[config.mk]
export PLATFORM = sky130hd
export DESIGN_NAME = mvu_act_replay_buf
export DESIGN_NICKNAME = d
export VERILOG_FILES = /design/src/rtl/mvu_act_replay_buf.sv
export SDC_FILE = /design/constraint.sdc
export NUM_CORES = 1
export LEC_CHECK = 0
export BUFFER_PORTS_ARGS = -buffer_cell sky130_fd_sc_hd__buf_2
export CAP_MARGIN = 20
export CORE_UTILIZATION = 50
export CTS_CLUSTER_DIAMETER = 50
export CTS_CLUSTER_SIZE = 30
export DETAILED_ROUTE_END_ITERATION = 6
export PLACE_DENSITY = 0.7
export SLEW_MARGIN = 25
export SYNTH_ARGS = -nofsm -noshare
export SYNTH_HDL_FRONTEND = slang
export SYNTH_SLANG_ARGS = --single-unit
export TNS_END_PERCENT = 20
[constraint.sdc]
create_clock -name clk -period 2.25 [get_ports clk]
set_input_delay 0.3375 -clock clk [delete_from_list [all_inputs] [get_ports clk]]
set_output_delay 0.3375 -clock clk [all_outputs]
set_load 0.01 [all_outputs]
[src/rtl/mvu_act_replay_buf.sv]
// Activation replay buffer for an MVU PE array.
// Captures one SF-word activation vector while echoing it downstream, then
// replays the stored vector NF-1 more times so that each neuron fold sees
// the same input vector. A single out_rdy stall freezes the whole block.
module mvu_act_replay_buf #(
    parameter int SF = 4,
    parameter int NF = 2,
    parameter int TI = 8
) (
    input  logic          rst_n,
    input  logic          clk,
    input  logic          in_v,
    input  logic [TI-1:0] in_act,
    output logic          in_rdy,
    input  logic          out_rdy,
    output logic          out_v,
    output logic [TI-1:0] out_act,
    output logic          sf_clr
);

    localparam int SW = (SF > 1) ? $clog2(SF) : 1;
    localparam int NW = (NF > 1) ? $clog2(NF) : 1;
    localparam logic [SW-1:0] SF_LAST = SW'(SF - 1);
    localparam logic [NW-1:0] NF_LAST = NW'(NF - 1);

    typedef enum logic {
        FILL   = 1'b0,
        REPLAY = 1'b1
    } state_t;

    state_t        state_q, state_d;
    logic [SW-1:0] sf_cnt_q, sf_cnt_d;
    logic [NW-1:0] nf_cnt_q, nf_cnt_d;
    logic          out_v_q, out_v_d;
    logic [TI-1:0] out_act_q, out_act_d;
    logic          sf_clr_q, sf_clr_d;
    logic          mem_we;
    logic          sf_last;
    logic [TI-1:0] mem_q [SF];

    assign sf_last = (sf_cnt_q == SF_LAST);
    assign in_rdy  = (state_q == FILL) && out_rdy;
    assign out_v   = out_v_q;
    assign out_act = out_act_q;
    assign sf_clr  = sf_clr_q;

    // Next-state, counter and output-register logic; everything holds on stall.
    always_comb begin
        state_d   = state_q;
        sf_cnt_d  = sf_cnt_q;
        nf_cnt_d  = nf_cnt_q;
        out_v_d   = out_v_q;
        out_act_d = out_act_q;
        sf_clr_d  = sf_clr_q;
        mem_we    = 1'b0;
        if (out_rdy) begin
            if (state_q == FILL) begin
                if (in_v) begin
                    mem_we    = 1'b1;
                    out_act_d = in_act;
                    out_v_d   = 1'b1;
                    sf_clr_d  = sf_last;
                    if (sf_last) begin
                        sf_cnt_d = '0;
                        if (NF > 1) begin
                            nf_cnt_d = NW'(1);
                            state_d  = REPLAY;
                        end else begin
                            nf_cnt_d = '0;
                        end
                    end else begin
                        sf_cnt_d = sf_cnt_q + SW'(1);
                    end
                end else begin
                    out_v_d  = 1'b0;
                    sf_clr_d = 1'b0;
                end
            end else begin
                out_act_d = mem_q[sf_cnt_q];
                out_v_d   = 1'b1;
                sf_clr_d  = sf_last;
                if (sf_last) begin
                    sf_cnt_d = '0;
                    if (nf_cnt_q == NF_LAST) begin
                        nf_cnt_d = '0;
                        state_d  = FILL;
                    end else begin
                        nf_cnt_d = nf_cnt_q + NW'(1);
                    end
                end else begin
                    sf_cnt_d = sf_cnt_q + SW'(1);
                end
            end
        end
    end

    // Control and output registers with asynchronous active-low reset.
    always_ff @(posedge clk or negedge rst_n) begin
        if (!rst_n) begin
            state_q   <= FILL;
            sf_cnt_q  <= '0;
            nf_cnt_q  <= '0;
            out_v_q   <= 1'b0;
            out_act_q <= '0;
            sf_clr_q  <= 1'b0;
        end else begin
            state_q   <= state_d;
            sf_cnt_q  <= sf_cnt_d;
            nf_cnt_q  <= nf_cnt_d;
            out_v_q   <= out_v_d;
            out_act_q <= out_act_d;
            sf_clr_q  <= sf_clr_d;
        end
    end

    // Vector storage; deliberately not reset, contents are rewritten every fill.
    always_ff @(posedge clk) begin
        if (mem_we) begin
            mem_q[sf_cnt_q] <= in_act;
        end
    end

endmodule

==> results.py, run 1 <==
metrics = {
    "outcome": {
        "status": "finished clean",
    },
    "setup_path": {
        "timing.reg2reg.worst_path_depth": 2,
        "path_buf_inv": 0,
        "cp_data_required_time_ps": 2190,
        "timing.critical_path.fanout_max": 10,
        "crit_family": "simple AND/OR/NAND/NOR gates",
        "rrSetupSlack_ps": 610,
        "worstSetupStartpointType": "flop",
        "path_class": "reg2reg",
        "crit_arrival_ps": 1590,
        "crit_chain": "and3b_1 > and2_1",
        "slowest_delay_ps": 470,
        "crit_path_end_kind": "flop",
        "critical_path.slowest_cell": "dfrtp_1",
        "critical_register_to_register_path_startpoint": "state_q",
        "critical_path.reg2reg.endpoint": "mem_q[2][1]",
    },
    "sta": {
        "tightestPinTransition_ps": 538,
        "hold-worst-slack_ps": 281,
        "timing.max_slew.rel_slack_pct": 64.1,
        "final_hold_viol_count": 0,
        "clock_skew_ps": 7.04,
        "final.setup.worst_slack_ps": 605,
        "final.setup.tns_ps": 0,
        "final_period_minus_worst_setup_slack_ps": 1640,
        "setup-violations-final": 0,
        "rsz0062_at_grt": "no",
        "fin_crit_sh_pct": 73.1,
        "max_freq_mhz": 608,
        "slew_violations": 0,
    },
    "clock_tree": {
        "max-clock-path-buffers": 2,
        "cts_root_buffer": "clkbuf_8",
        "cts_inserted_buffers": 5,
        "ctsResizeCount": 0,
        "clkSinkCount": 46,
        "worstSkewPairLatency_ps": 290,
        "htree_levels": 2,
        "cts_tree": "built",
        "post-cts-setup-buffers": 0,
        "holdBufCountCts": 1,
        "path_clk_slew_ps": 80,
    },
    "route": {
        "post-route-drc-count": 0,
        "topRoutingLayerUsed": "met4",
        "drt_iter0_drc": 73,
        "drt_wl_total_um": 3460,
        "met3WireLength_um": 125,
        "drtPass1Iterations": 4,
        "avgRoutedWirePerCell_um": 17.4,
        "final_antenna_net_count": 0,
        "route.met2.wl_um": 1720,
        "detail_route.wirelength.met1_um": 1560,
        "post_drt_via_cell_ratio": 5.37,
        "dr_total_vias": 1069,
    },
    "final_layout": {
        "nNetsFinal": 167,
        "flow.area_growth_from_synthesis_pct": 13.6,
        "drive_gt1_share_pct": 37.7,
        "n_antenna_cell": 0,
    },
    "power": {
        "total_power_uw": 2650,
        "vdd.ir_drop.worst_mv": 0.896,
        "p_leak_uw": 0.000925,
        "power-per-cell-area_nw_per_um2": 1170,
    },
    "synth": {
        "synth-seq-cells": 46,
        "synthesis.nets": 142,
        "post_synth_num_cell_types": 27,
        "synth.avg_cell_area_sq_um": 15.9,
        "edff_count_synth": 32,
        "syn-instance-count": 125,
        "dominantRegCellSynth": "edfxtp_1",
        "seq_area_frac_synth_pct": 65.8,
        "synth-async-reset-ratio_pct": 30.4,
        "mappedNetlistArea_sq_um": 1990,
        "yosys_warnings": 0,
    },
    "min_path": {
        "worstHoldPathType": "in2reg",
        "timing.hold.worst.start": "in_act[6]",
        "whs_endpoint": "mem_q[3][6]",
        "hold_depth": 1,
    },
    "global_routing": {
        "number_of_global_route_vias_before_repair": 1109,
        "grt_pass1_wl_um": 5600,
        "grt_max_degree": 21,
        "grt_antenna_before_repair": 0,
        "grt.overflow.total": 0,
        "grt_usage_pct": 18.6,
    },
    "placement": {
        "place.port_buffers": 22,
        "gp_routability_congestion": 0.727,
        "post_place_worst_slack_ps": 617,
        "place_hpwl_um": 2280,
    },
    "die": {
        "die_h_um": 65.1,
        "rows": 22,
        "core_region_area_sq_um": 3740,
        "fp.dieArea_sq_um": 4240,
        "die_x_um": 65.1,
        "floorplan.io_pins": 23,
        "floorplan.initialDensity_pct": 53.2,
    },
    "job": {
        "maxCapViolations": 0,
    },
}
stage by stage:
| step | instances | utilization [%] | cell area, sq um |
|---|---|---|---|
| 3_5_place_dp | 190 | 56.7 | 2120 |
| 3_3_place_gp | 190 | 56.7 | 2120 |
| 4_1_cts | 199 | 60.5 | 2260 |
| 6_report | 199 | 60.5 | 2260 |
| 5_1_grt | 199 | 60.5 | 2260 |
| 2_1_floorplan | 125 | - | 1990 |
placed cells by master, fill, tap and decap left out, drive strengths merged, types with 2 or more instances in the layout:
cell,synthesis,final
mux2,17,17
edfxtp,32,32
inv,3,3
a21o,2,2
bufinv,0,2
dfrtp,14,14
and2,4,4
a22oi,16,16
o21ai,3,3
ha,5,5
clkbuf,2,5
nand3,2,2
and3b,2,2
buf,6,25
nand2,10,10
final cells by class:
type,count,area (sq um)
flip-flops and latches,46,1310
clock inverters,3,63.8
clock buffers,5,68.8
repair buffers,26,143
multi-input cells,68,607
fillers,317,1480
inverters,3,11.3
well taps,48,60.1
flip-flops by register name (all words and copies together) (netlist names):
| signal | cells |
|---|---|
| out_v | 1 |
| state_q | 1 |
| sf_cnt_q | 2 |
| sf_clr | 1 |
| mem_q | 32 |
| nf_cnt_q | 1 |
| out_act | 8 |
layer usage:
layer	up-vias	track usage (%)
met1	522	24.0
met4	0	5.71
met5	-	0
met2	21	30.6
met3	6	5.21
li1	520	-
synthesized netlist by cell type, types with 3 or more instances:
library cell,instances,area (sq um)
dfrtp_1,14,350
and2_1,4,25.0
mux2_4,8,120
a22oi_1,8,60.1
mux2_2,9,101
nand2_1,10,37.5
edfxtp_1,32,961
buf_2,3,15.0
inv_1,3,11.3
ha_1,5,62.6
a22oi_2,8,100
worst max path at each step:
stage / from / end / slack [ps] / depth (start not counted)
2_1_floorplan: state_q / mem_q[1][0] / 750 / 4
3_3_place_gp: sf_cnt_q[1] / mem_q[2][2] / 680 / 3
3_5_place_dp: out_rdy / mem_q[2][2] / 620 / 3
4_1_cts: state_q / mem_q[2][1] / 610 / 2
5_1_grt: state_q / mem_q[3][0] / 490 / 2
6_report: state_q / mem_q[2][1] / 610 / 2
cells by family (layout without fill, tap and decap cells):
group                      after synthesis  after routing  share of synthesized area (%)
muxes                                   17             17                           11.1
buffers and inverters                   11             37                           3.77
DFF                                     46             46                           65.8
AOI/OAI and AO/OA                       23             23                           10.2
and+or+nand+nor                         23             23                           5.96
adders and majority gates                5              5                           3.14
worst register-to-register path, delay by kind of cell, from the launching register on:
family / cells / cell delay, ps
DFF: 1 / 470
and+or+nand+nor: 2 / 820
power by group:
| part | total [uW] | switching, uW | internal (uW) |
|---|---|---|---|
| Clock | 706 | 267 | 439 |
| Combinational | 767 | 400 | 368 |
| Sequential | 1170 | 98.8 | 1070 |
No activity file was read; power rests on OpenSTA's default activity.
==> run 2: changes to the inputs <==
- ABC_AREA: default -> 1
- PLACE_DENSITY: 0.7 -> 0.73
- clock period: 2.25 -> 1.4 ns (I/O delays scaled with it)
==> run 2 against run 1 <==
First-iteration DRC count is 37% lower. Global-route usage is 1.4 points higher. Synthesized cell count is 54% higher. Sequential cell count stayed put. Sequential share of layout area is 3.7 points lower. Critical path depth is 2 higher. Clock skew hardly changed. Non-clock buffer count is 16 higher. Utilization is 3.3 points higher. Total power is 70% higher. Clock power is 6.5% higher. Critical endpoint is now mem_q[2][7].
==> results.py, run 2 <==
metrics = {
    "route": {
        "drt_wl_total_um": 3870,
        "avgRoutedWirePerCell_um": 13.7,
        "post_drt_via_cell_ratio": 4.98,
        "post-route-drc-count": 0,
        "drt_iter0_drc": 46,
        "drtPass1Iterations": 4,
        "final_antenna_net_count": 0,
        "dr_total_vias": 1408,
    },
    "die": {
        "floorplan.initialDensity_pct": 54.2,
        "die_x_um": 66.2,
        "core_region_area_sq_um": 3800,
        "fp.dieArea_sq_um": 4380,
        "floorplan.io_pins": 23,
        "die_h_um": 66.2,
        "rows": 22,
    },
    "setup_path": {
        "cp_data_required_time_ps": 1370,
        "worstSetupStartpointType": "flop",
        "crit_arrival_ps": 1310,
        "path_class": "reg2reg",
        "crit_path_end_kind": "flop",
        "timing.critical_path.fanout_max": 8,
        "rrSetupSlack_ps": 50,
    },
    "sta": {
        "slew_violations": 0,
        "final.setup.worst_slack_ps": 53.4,
        "final_period_minus_worst_setup_slack_ps": 1350,
        "clock_skew_ps": 6.61,
        "timing.max_slew.rel_slack_pct": 79.3,
        "fin_crit_sh_pct": 96.2,
        "max_freq_mhz": 743,
        "setup-violations-final": 0,
        "tightestPinTransition_ps": 310,
        "final_hold_viol_count": 0,
    },
    "final_layout": {
        "finalCoreUtilization_pct": 63.8,
        "flow.area_growth_from_synthesis_pct": 17.7,
        "most-common-layout-cells": "nand2_1 (69), edfxtp_1 (32), buf_2 (22)",
        "largest_reg_flops": 32,
        "nNetsFinal": 251,
        "n_antenna_cell": 0,
        "largest_register_by_flop_count": "mem_q",
        "drive_gt1_share_pct": 32.3,
        "layout_commonest_cell": "nand2_1",
    },
    "synth": {
        "synth-seq-cells": 46,
        "synthesis.nets": 210,
        "synth-async-reset-ratio_pct": 30.4,
        "yosys.area.top_type_share_pct": 46.6,
        "dominantRegCellSynth": "edfxtp_1",
        "netlist.top_cell.by_area": "edfxtp_1",
        "ys_top_cells_by_area": "edfxtp_1 (47%), dfrtp_1 (17%), nand2_1 (13%)",
        "synth.avg_cell_area_sq_um": 10.7,
        "syn-instance-count": 193,
        "edff_count_synth": 32,
        "mappedNetlistArea_sq_um": 2060,
        "seq_area_frac_synth_pct": 63.6,
        "library_cell_with_the_highest_instance_count_after_synthesis": "nand2_1",
        "synthTopCellsByCount": "nand2_1 (69), edfxtp_1 (32), nor2_1 (23)",
        "post_synth_num_cell_types": 19,
        "yosys_warnings": 0,
    },
    "power": {
        "p_leak_uw": 0.00108,
        "total_power_uw": 4480,
        "vdd.ir_drop.worst_mv": 1.01,
        "power-per-cell-area_nw_per_um2": 1850,
    },
    "clock_tree": {
        "clkSinkCount": 46,
        "cts_root_buffer": "clkbuf_8",
        "path_clk_slew_ps": 80,
        "cts_tree": "built",
        "htree_levels": 2,
        "worstSkewPairLatency_ps": 290,
        "max-clock-path-buffers": 2,
        "cts_inserted_buffers": 5,
    },
    "global_routing": {
        "grt_max_degree": 15,
        "groute.layer.met1.usage_pct": 25.5,
        "grt_pass1_wl_um": 6230,
        "globalRouteMet3Util_pct": 5.69,
        "number_of_global_route_vias_before_repair": 1360,
        "grt_usage_pct": 20.0,
        "grt.overflow.total": 0,
        "grt_util_met2_pct": 32.7,
        "grt_antenna_before_repair": 0,
        "gr-max-usage-layer": "met2",
    },
    "placement": {
        "post_place_worst_slack_ps": 32.6,
        "place_hpwl_um": 2650,
        "gp_routability_congestion": 0.828,
        "place.port_buffers": 22,
    },
    "min_path": {
        "worstHoldPathType": "in2reg",
    },
    "job": {
        "maxCapViolations": 0,
    },
    "outcome": {
        "status": "finished clean",
    },
}
-- run 2: area by class of cell --
type	count	area, sq um
clock buffers	6	72.6
clock inverters	2	10.0
fillers	317	1370
inverters	9	41.3
multi-input cells	130	664
flip-flops and latches	46	1310
well taps	48	60.1
repair buffers	42	263
-- run 2: stage by stage --
step / cells / hold WS [ps] / cell area [sq um] / TNS, ps
final: 283 / 153 / 2420 / 0
after global placement: 270 / 119 / 2290 / 0
after global routing: 283 / 148 / 2420 / -7.89
after CTS: 279 / 143 / 2380 / 0
after detailed placement: 270 / 116 / 2290 / 0
after floorplan: 193 / -85.6 / 2090 / -401
-- run 2: repair_timing --
action / 4_1_cts / 5_1_grt
gates resized for setup: 0 / 6
pin swaps: 1 / 1
setup buffers: 0 / 4
endpoints found under the hold margin: 14 / 0
setup endpoints to repair: 8 / 28
hold buffers: 1 / 0
-- run 2: kinds of logic after synthesis --
| kind of cell | after synthesis | synth area share [%] |
|---|---|---|
| compound gates | 9 | 2.55 |
| fa+ha+maj | 5 | 3.04 |
| buf+inv | 17 | 5.83 |
| flops | 46 | 63.6 |
| simple gates | 116 | 25.0 |
-- run 2: path summary, 6_finish.rpt --
check,start,end,cells past startpoint
worst min-delay path,in_act[2],mem_q[3][2],1
worst min register to register,out_act[2],out_act[2],2
max in group asynchronous,rst_n,sf_cnt_q[0],2
worst max-delay path,sf_cnt_q[0],mem_q[2][7],4
worst max register to register,sf_cnt_q[0],mem_q[2][7],4
min in group asynchronous,rst_n,out_act[4],2
-- run 2: worst max-delay path: stages (launching register included) --
cell,delay [ps]
dfrtp_2,480
inv_8,80
ha_1,170
inv_2,50
nor2_4,240
-- run 2: per-layer routing --
metal	share of wire [%]	up-vias
met5	0	-
met1	46	667
met3	2.7	7
met4	1.6	0
li1	-	714
met2	50	20
-- run 2: power breakdown --
group,leakage [uW],internal [uW],switching [uW]
clock,0.0000450,346,407
sequential,0.000456,1740,168
combinational,0.000582,764,1060
total,0.00108,2850,1640
